`src/rtl/clkswitch_pkg.sv`:
```
// Shared types and encodings for the clock-switch controller.
package clkswitch_pkg;

    typedef enum logic [2:0] {
        ST_IDLE   = 3'd0,
        ST_CHECK  = 3'd1,
        ST_SWITCH = 3'd2,
        ST_SETTLE = 3'd3,
        ST_DONE   = 3'd4
    } state_t;

    localparam logic SRC_A = 1'b0;
    localparam logic SRC_B = 1'b1;

    // Bits needed to hold values 0..max_val (never less than one bit).
    function automatic int unsigned cnt_width(input int unsigned max_val);
        return (max_val > 1) ? $clog2(max_val + 1) : 1;
    endfunction

endpackage

```
`src/rtl/clk_alive_monitor.sv`:
```
// Heartbeat liveness monitor: 2-flop synchroniser, edge detect, saturating timeout.
module clk_alive_monitor
    import clkswitch_pkg::*;
#(
    parameter int unsigned TIMEOUT = 64
) (
    input  logic i_clk,
    input  logic i_reset,
    input  logic i_hb,
    output logic o_alive
);

    localparam int unsigned          CNT_W   = cnt_width(TIMEOUT);
    localparam logic [CNT_W-1:0]     CNT_MAX = CNT_W'(TIMEOUT);

    logic             r_sync1;
    logic             r_sync2;
    logic             r_sync3;
    logic [CNT_W-1:0] r_cnt;
    logic             r_alive;
    logic             w_edge;
    logic [CNT_W-1:0] w_cnt_nxt;

    assign w_edge  = r_sync2 ^ r_sync3;
    assign o_alive = r_alive;

    // Clear on any heartbeat edge, otherwise count up and hold at TIMEOUT.
    always_comb begin
        w_cnt_nxt = r_cnt;
        if (w_edge) begin
            w_cnt_nxt = '0;
        end else if (r_cnt < CNT_MAX) begin
            w_cnt_nxt = r_cnt + CNT_W'(1);
        end
    end

    // Synchroniser chain, counter and registered liveness flag.
    always_ff @(posedge i_clk or posedge i_reset) begin
        if (i_reset) begin
            r_sync1 <= 1'b0;
            r_sync2 <= 1'b0;
            r_sync3 <= 1'b0;
            r_cnt   <= '0;
            r_alive <= 1'b1;
        end else begin
            r_sync1 <= i_hb;
            r_sync2 <= r_sync1;
            r_sync3 <= r_sync2;
            r_cnt   <= w_cnt_nxt;
            r_alive <= (w_cnt_nxt < CNT_MAX);
        end
    end

endmodule

```
`src/rtl/clkswitch_ctrl.sv`:
```
// Clock-source select controller with request handshake, settle delay and failover.
module clkswitch_ctrl
    import clkswitch_pkg::*;
#(
    parameter int unsigned TIMEOUT = 64,
    parameter int unsigned SETTLE  = 16
) (
    input  logic       i_clk,
    input  logic       i_reset,
    input  logic       i_hb_a,
    input  logic       i_hb_b,
    input  logic       i_req_valid,
    input  logic       i_req_sel,
    output logic       o_req_ready,
    output logic       o_sel,
    output logic       o_done,
    output logic       o_err,
    output logic       o_failover,
    output logic [1:0] o_alive
);

    localparam int unsigned      SET_W    = cnt_width(SETTLE - 1);
    localparam logic [SET_W-1:0] SET_LOAD = SET_W'(SETTLE - 1);

    state_t           r_state;
    state_t           w_state_nxt;
    logic             r_sel;
    logic             w_sel_nxt;
    logic             r_target;
    logic             w_target_nxt;
    logic [SET_W-1:0] r_cnt;
    logic [SET_W-1:0] w_cnt_nxt;
    logic             r_done;
    logic             w_done_nxt;
    logic             r_err;
    logic             w_err_nxt;
    logic             r_failover;
    logic             w_failover_nxt;
    logic             r_ready;
    logic             w_ready_nxt;
    logic [1:0]       w_alive;
    logic             w_cur_alive;
    logic             w_oth_alive;

    clk_alive_monitor #(.TIMEOUT(TIMEOUT)) u_mon_a (
        .i_clk   (i_clk),
        .i_reset (i_reset),
        .i_hb    (i_hb_a),
        .o_alive (w_alive[SRC_A])
    );

    clk_alive_monitor #(.TIMEOUT(TIMEOUT)) u_mon_b (
        .i_clk   (i_clk),
        .i_reset (i_reset),
        .i_hb    (i_hb_b),
        .o_alive (w_alive[SRC_B])
    );

    assign w_cur_alive = w_alive[r_sel];
    assign w_oth_alive = w_alive[~r_sel];

    assign o_req_ready = r_ready;
    assign o_sel       = r_sel;
    assign o_done      = r_done;
    assign o_err       = r_err;
    assign o_failover  = r_failover;
    assign o_alive     = w_alive;

    // Next-state and next-output decode; a pending request beats failover.
    always_comb begin
        w_state_nxt    = r_state;
        w_sel_nxt      = r_sel;
        w_target_nxt   = r_target;
        w_cnt_nxt      = r_cnt;
        w_done_nxt     = 1'b0;
        w_err_nxt      = 1'b0;
        w_failover_nxt = 1'b0;
        case (r_state)
            ST_IDLE: begin
                if (i_req_valid) begin
                    w_target_nxt = i_req_sel;
                    w_state_nxt  = ST_CHECK;
                end else if (!w_cur_alive && w_oth_alive) begin
                    w_target_nxt   = ~r_sel;
                    w_failover_nxt = 1'b1;
                    w_state_nxt    = ST_SWITCH;
                end
            end
            ST_CHECK: begin
                if (r_target == r_sel) begin
                    w_state_nxt = ST_DONE;
                end else if (w_alive[r_target]) begin
                    w_state_nxt = ST_SWITCH;
                end else begin
                    w_err_nxt   = 1'b1;
                    w_state_nxt = ST_IDLE;
                end
            end
            ST_SWITCH: begin
                w_sel_nxt   = r_target;
                w_cnt_nxt   = SET_LOAD;
                w_state_nxt = ST_SETTLE;
            end
            ST_SETTLE: begin
                if (r_cnt == '0) begin
                    w_state_nxt = ST_DONE;
                end else begin
                    w_cnt_nxt = r_cnt - SET_W'(1);
                end
            end
            ST_DONE: begin
                w_done_nxt  = 1'b1;
                w_state_nxt = ST_IDLE;
            end
            default: begin
                w_state_nxt = ST_IDLE;
            end
        endcase
        w_ready_nxt = (w_state_nxt == ST_IDLE);
    end

    // State and registered outputs; reset forces source A immediately.
    always_ff @(posedge i_clk or posedge i_reset) begin
        if (i_reset) begin
            r_state    <= ST_IDLE;
            r_sel      <= SRC_A;
            r_target   <= SRC_A;
            r_cnt      <= '0;
            r_done     <= 1'b0;
            r_err      <= 1'b0;
            r_failover <= 1'b0;
            r_ready    <= 1'b1;
        end else begin
            r_state    <= w_state_nxt;
            r_sel      <= w_sel_nxt;
            r_target   <= w_target_nxt;
            r_cnt      <= w_cnt_nxt;
            r_done     <= w_done_nxt;
            r_err      <= w_err_nxt;
            r_failover <= w_failover_nxt;
            r_ready    <= w_ready_nxt;
        end
    end

endmodule

```
`config.mk`:
```
export PLATFORM = sky130hd
export DESIGN_NAME = clkswitch_ctrl
export DESIGN_NICKNAME = d
export VERILOG_FILES = /design/src/rtl/clkswitch_pkg.sv /design/src/rtl/clk_alive_monitor.sv /design/src/rtl/clkswitch_ctrl.sv
export SDC_FILE = /design/constraint.sdc
export NUM_CORES = 1
export LEC_CHECK = 0
export ABC_AREA = 1
export CAP_MARGIN = 20
export CORE_MARGIN = 4
export CORE_UTILIZATION = 42
export CTS_CLUSTER_SIZE = 14
export DETAILED_ROUTE_END_ITERATION = 7
export PLACE_DENSITY = 0.7
export SYNTH_ARGS = -nofsm -noshare
export SYNTH_HDL_FRONTEND = slang
export SYNTH_SLANG_ARGS = --single-unit
```
`constraint.sdc`:
```
create_clock -name i_clk -period 3.6 [get_ports i_clk]
set_input_delay 0.72 -clock i_clk [delete_from_list [all_inputs] [get_ports i_clk]]
set_output_delay 0.72 -clock i_clk [all_outputs]
set_load 0.1 [all_outputs]
```
* Word-level counts from Yosys, hierarchy flattened
Index checks and enable logic that the tools add are counted.
** Storage, ports and cells
- Register bits :: 35
- Bits of input ports :: 6
- Output and inout bits :: 7
- Word-level logic and storage cells :: 73
** Cells by class
- Add/subtract/negate cells :: 3
- Order comparisons :: 7
- Eq/ne operators :: 6
- Multiplexer cells :: 27
- Bitwise operators :: 3
- Reductions and logical operators :: 9
** Operator list (number)
- less-than comparator 7 bit, second input constant :: 4
- two-way mux 7 bit :: 4
- two-way mux 1 bit :: 15
- adder 7 x 1 -> 7 bit, second input constant :: 2
- two-way mux 3 bit :: 4
- one-hot mux 3 bit (4 select lines) :: 1
- one-hot mux 4 bit (2 select lines) :: 1
- equality test 3 x 2 -> 1 bit, second input constant :: 2
- logical NOT 3 bit :: 2
- less-than comparator 1 x 2 -> 1 bit, second input constant :: 3
- logical NOT 4 bit :: 1
- two-way mux 4 bit :: 1
- AND reduction 2 bit :: 2
- nonzero test 2 bit :: 2
- subtractor 4 x 1 -> 4 bit, second input constant :: 1
- equality test 3 x 1 -> 1 bit, second input constant :: 1
- equality test 3 bit, second input constant :: 1
- two-way mux 2 bit :: 1
- != test 2 bit, second input constant :: 1
- bitwise XOR 1 bit :: 2
- equality test 1 bit :: 1
- logical AND 1 bit :: 1
- logical NOT 1 bit :: 1
- NOT 1 bit :: 1

* Logic depth before layout (Yosys ltp)
Gate-level depths: netlist (run 1).
- Word-level depth :: 8
- Depth in mapped cells :: 8
- Mapped depth without buffers :: 8

* By module
Synthesis (run 1) repeated with hierarchy kept, for this count alone.
** Unflattened totals
- Cell total of the unflattened synthesis :: 186
- Area, all modules :: 1632.8 µm²
** By module, submodules not included
- clk_alive_monitor :: times used 2, cells an instance 48, area an instance 475.5 µm²
- clkswitch_ctrl :: times used 1, cells an instance 90, area an instance 681.9 µm²

* Worst setup path after synthesis (run 1)
Ideal clock, no wire load.
- Path type :: register -> output
- Start point :: register r_sel, in the netlist o_sel
- End point :: output port o_sel
- Data arrival time :: 975 ps
- Required time :: 2880 ps
- Slack :: 1905 ps
- Cell stages (with the launch flop) :: 1
- Buffers on the path :: 0
- Path through :: dfrtp_1
** RTL lines
- from (decl) :: RTL line clkswitch_ctrl.sv:27 : logic r_sel;
- from (signal assigned) :: RTL line clkswitch_ctrl.sv:135 : r_sel <= w_sel_nxt;
- to (decl) :: RTL line clkswitch_ctrl.sv:15 : output logic o_sel,
No word-level cell between the ends.

* Worst setup path in the final report (run 1)
- Start point :: register r_sel, in the netlist o_sel
- End point :: output port o_sel
No word-level cell between the ends.

==> summary.txt, run 1 <==
Status: completed
Mapped Cells: 187
Final period utilization: 73.0%
Area after DPL: 1790 um^2
Max Cap Violations: 0
Initial Util: 44.0%
Bufs and invs on worst path: 1
Finished Cell Area: 1890 um^2
Sequential element share of the synthesized area: 54.2%
Final routed DRC violation total: 0
Die H: 70.1 um
Diodes inserted: 0
CP max stage cell: clkdlybuf4s50_1
Post-route ant nets: 0
CP Launch Type: register
Final #Nets: 214
Final Skew: 0.00716 ns
Clock Path Buffers: 2
Reg2Reg Launch Point: r_cnt[0]
Distinct cell type count after synthesis: 22
Top cells by area, synth: dfrtp_1 (49%), nand2_1 (10%), inv_1 (6.7%)
Total grt overflow: 0
CP Capture Type: primary output
Vias per cell: 4.57
Req. time, crit path: 2.88 ns
Initial DRT Pass Iterations: 4
Post-synth EDFFs: 0
Die W: 70.1 um
Hold_buf cts: 0
Final TNS setup: 0 ns
Root Driver: clkbuf_8
Critical path arrival: 1.91 ns
I/O Pins: 13
Final hold viol count: 0
HPWL Detailed: 1.88 mm
Worst-Skew Late Latency: 0.29 ns
PortBufs: 12
Final setup vio count: 0
First-pass GRT wire length: 4.53 mm
Top post-synthesis cells by count: nand2_1 (44), dfrtp_1 (32), inv_1 (29), nand3_1 (16), nor2_1 (16)
Vias in the first global route: 1089
Wire length per cell: 9.80 um
Setup CP Type: reg2out
Vias: 1161
Layout area overhead: 16.4%
Synth Cell Area: 1620 um^2
# rows: 22
Crit. Startpoint: o_sel
Slew Viols, Final: 0
Die area: 4920 um^2
Critical Path Fanout Max: 7
Overall Power: 0.00127 W
Synth top area share: 49.4%
Slack of the critical path: 0.972 ns
Crit. path cell count: 1
Unrepaired setup endpoints after global routing: no
Largest net degree at the start of global routing: 36
Hold path depth: 0
Setup WS pre-CTS: 1.28 ns
Post-CTS setup buffers: 0
Core area: 3690 um^2
DR iter-0 viols: 65
Antenna violations before repair: 0
Fmax: 380 MHz
Worst-path cell chain: clkdlybuf4s50_1
Post-synth ARST share: 100%
Post-cts sizing count: 0
GR Util All Layers: 11.7%
Leak: 0.973 nW
Syn. warnings: 0
Reg2reg path depth: 8
Mean Syn Cell Area: 8.67 um^2
Syn nets: 196
CTS Buf Count: 5
Top delay family on crit path: buffers and inverters
Synth Flop Type: dfrtp_1
CTS tree: built
Worst vdd ir: 197 uV
Slew margin rel.: 35.7%
Final core utilization: 51.2%
Slew @ Worst Pin: 0.962 ns
CTS HTree Levels: 2
CTS Sinks: 35
Final Routed Wirelength: 2.49 mm
Clk pin slew, worst setup/hold paths: 0.07 ns
Worst hold start: u_mon_a.r_sync1
Layout cells sized above 1: 13.1%
Final worst path period need: 2.63 ns
Most frequent cell after synthesis: nand2_1
Fill count: 381
GPL Wtd Cong: 0.878
HP Class: reg2reg
Crit-path max cell delay: 1.17 ns
Yosys reg bits: 35
PD cells: 672 nW/um^2
Post-synth top area cell: dfrtp_1
[path summary, 6_finish.rpt]
kind	end	slack, ns
setup / recovery	o_sel	0.97
hold / removal	u_mon_a.r_sync2	0.35
setup reg to reg	o_req_ready	2.27
hold reg to reg	u_mon_a.r_sync2	0.35
max in group asynchronous	o_req_ready	2.45
min in group asynchronous	u_mon_a.r_cnt[3]	0.82
[cell usage in the layout, fill, tap and decap left out, types with 4 or more instances in the layout]
cell              n
dfrtp_1          32
nor2_1           16
clkdlybuf4s50_1   9
clkbuf_8          7
o21ai_0          14
buf_4             4
nand2_1          44
inv_1            29
inv_2             4
a21oi_1           6
nand3_1          16
[cells by family (layout without fill, tap and decap cells)]
family	Yosys count	in the layout	synth area share, %
AND/OR/NAND/NOR	91	91	26.4
AO/OA/AOI/OAI	21	21	6.48
XOR/XNOR	2	2	2.01
flip-flops	35	35	54.2
adder cells (fa/ha/maj)	3	3	2.32
buffers and inverters	35	54	8.56
[through the flow]
stage          hold WS, ns  std cells
2_1_floorplan        0.331        187
3_3_place_gp         0.331        246
3_5_place_dp         0.335        246
4_1_cts              0.350        254
5_1_grt              0.363        254
6_report             0.348        254
[power breakdown]
part | internal [W] | total, W | switching (W)
clock network | 0.000175 | 0.000309 | 0.000134
registers | 0.000466 | 0.000518 | 0.0000522
logic | 0.000134 | 0.000442 | 0.000308
[area by class of cell]
| class | count | area (um^2) | share of cell area, % |
|---|---|---|---|
| timing repair buffer | 13 | 120 | 6.37 |
| multi-input combinational | 117 | 603 | 32.0 |
| clock buffer | 8 | 100 | 5.31 |
| tap | 48 | 60.1 | 3.18 |
| sequential | 35 | 880 | 46.6 |
| inverter | 33 | 124 | 6.56 |
[per-layer routing]
layer	vias to the layer above	GRT usage, %	part of all wire, %	wire length, um
met5	-	0	0	0
met1	521	14.1	49	1230
li1	620	-	-	-
met3	6	4.32	4.3	107
met4	0	5.11	1.6	40
met2	14	18.7	45	1120
[flip-flops by register name (all words and copies together), names as in the netlist, 3 cells and up]
| signal | cells |
|---|---|
| u_mon_b.r_cnt | 7 |
| r_cnt | 4 |
| u_mon_a.r_cnt | 7 |
| r_state | 3 |
Note: power is estimated with default switching activity, not from simulation.
==> run 2: changes to the inputs <==
--- a/config.mk
+++ b/config.mk
@@ -11,7 +11,7 @@
 export CORE_UTILIZATION = 42
 export CTS_CLUSTER_SIZE = 14
 export DETAILED_ROUTE_END_ITERATION = 7
-export PLACE_DENSITY = 0.7
+export PLACE_DENSITY = 0.72
 export SYNTH_ARGS = -nofsm -noshare
 export SYNTH_HDL_FRONTEND = slang
 export SYNTH_SLANG_ARGS = --single-unit
==> constraint.sdc (replaced) <==
create_clock -name i_clk -period 2.4 [get_ports i_clk]
set_input_delay 0.48 -clock i_clk [delete_from_list [all_inputs] [get_ports i_clk]]
set_output_delay 0.48 -clock i_clk [all_outputs]
set_load 0.1 [all_outputs]
==> summary.txt, run 2 (synthesis gave the netlist of run 1 again) <==
Bufs and invs on worst path: 1
Diodes inserted: 0
CP Launch Type: register
Reg2Reg Launch Point: r_cnt[0]
Final setup vio count: 0
CTS tree: built
Wire length per cell: 10.2 um
Setup CP Type: reg2out
Post-CTS setup buffers: 0
Worst-Skew Late Latency: 0.28 ns
Status: completed
Core area: 3690 um^2
CP Capture Type: primary output
GPL Wtd Cong: 0.818
Final period utilization: 68.0%
Critical path arrival: 1.15 ns
Unrepaired setup endpoints after global routing: no
Final worst path period need: 1.63 ns
Final #Nets: 214
Total grt overflow: 0
GR Util All Layers: 11.9%
Commonest non-fill, non-tap cells in the layout: nand2_1 (44), dfrtp_1 (32), inv_1 (29), nor2_1 (16), nand3_1 (16)
Req. time, crit path: 1.92 ns
Fmax: 613 MHz
Worst-path cell chain: buf_4
Final Skew: 0.00477 ns
Root Driver: clkbuf_8
PortBufs: 12
CP max stage cell: dfstp_2
Slew Viols, Final: 0
Reg2reg path depth: 8
Die W: 70.1 um
Vias per cell: 4.50
Die H: 70.1 um
Initial Util: 44.0%
Top delay family on crit path: flip-flops
CTS Sinks: 35
HPWL Detailed: 1.94 mm
Final Routed Wirelength: 2.60 mm
Largest net degree at the start of global routing: 36
Final routed DRC violation total: 0
# rows: 22
Die area: 4920 um^2
Clk pin slew, worst setup/hold paths: 0.06 ns
CTS HTree Levels: 2
Post-route ant nets: 0
Area after DPL: 1780 um^2
Slew @ Worst Pin: 0.426 ns
First-pass GRT wire length: 4.53 mm
Worst vdd ir: 480 uV
Commonest non-fill, non-tap cell in the layout: nand2_1
Final core utilization: 50.9%
Clock Path Buffers: 2
Final hold viol count: 0
Max Cap Violations: 0
I/O Pins: 13
Vias in the first global route: 1050
Post-cts sizing count: 0
Crit-path max cell delay: 0.57 ns
Hold_buf cts: 0
Critical Path Fanout Max: 5
Crit. Startpoint: u_mon_b.o_alive
Slew margin rel.: 71.6%
CTS Buf Count: 5
Worst hold start: u_mon_a.r_sync1
DR iter-0 viols: 56
Finished Cell Area: 1880 um^2
Crit. path cell count: 1
Hold path depth: 0
Layout cells sized above 1: 15.0%
HP Class: reg2reg
PD cells: 1010 nW/um^2
Vias: 1143
Initial DRT Pass Iterations: 4
Antenna violations before repair: 0
Leak: 0.980 nW
Largest regs: u_mon_a.r_cnt: 7 flops, u_mon_b.r_cnt: 7 flops, r_cnt: 4 flops
Final TNS setup: 0 ns
Overall Power: 0.00190 W
Layout area overhead: 15.7%
run 2: cell count changes in the layout (fill, tap and decap cells not counted):
cell	change
buf_4	+4
clkdlybuf4s50_1	-4
run 2: power by group:
| group | switching (W) | internal, W |
|---|---|---|
| registers | 0.0000876 | 0.000699 |
| logic | 0.000461 | 0.000198 |
| clock network | 0.000190 | 0.000262 |
| total | 0.000739 | 0.00116 |
run 2: layout make-up:
| class | instances | area, um^2 |
|---|---|---|
| flip-flops and latches | 35 | 880 |
| well taps | 48 | 60.1 |
| fillers | 351 | 1810 |
| multi-input cells | 117 | 603 |
| inverters | 33 | 124 |
| repair buffers | 13 | 110 |
| clock buffers | 8 | 100 |
run 2: per-layer routing:
layer  part of all wire (%)  wire length [um]  GRT usage (%)
met1                     47              1230           14.9
met4                    2.6                68           7.66
met5                      0                 0              0
met3                    4.3               113           3.02
met2                     46              1190           18.2
run 2: final timing paths:
path	to	slack (ns)
setup / recovery	o_alive[1]	0.77
hold / removal	u_mon_a.r_sync2	0.35
setup reg to reg	o_req_ready	1.12
hold reg to reg	u_mon_a.r_sync2	0.35
max in group asynchronous	o_req_ready	1.47
min in group asynchronous	u_mon_a.r_sync3	0.58
run 2: stage by stage:
step / worst slack [ns] / instances / hold WS (ns)
after global placement: 0.913 / 246 / 0.335
after floorplan: 0.824 / 187 / 0.331
after global routing: 0.721 / 254 / 0.360
after detailed placement: 0.887 / 246 / 0.335
final: 0.769 / 254 / 0.350
after CTS: 0.746 / 254 / 0.351
run 2: worst reg2reg max path, stage by stage, from the launching register on:
cell and delay, ns:
dfrtp_1 0.36, inv_1 0.10, ha_1 0.20, nand2_1 0.10, nand2_1 0.12, nand2_4 0.10, nor2_4 0.09, nand2_1 0.05
nor2_1 0.11
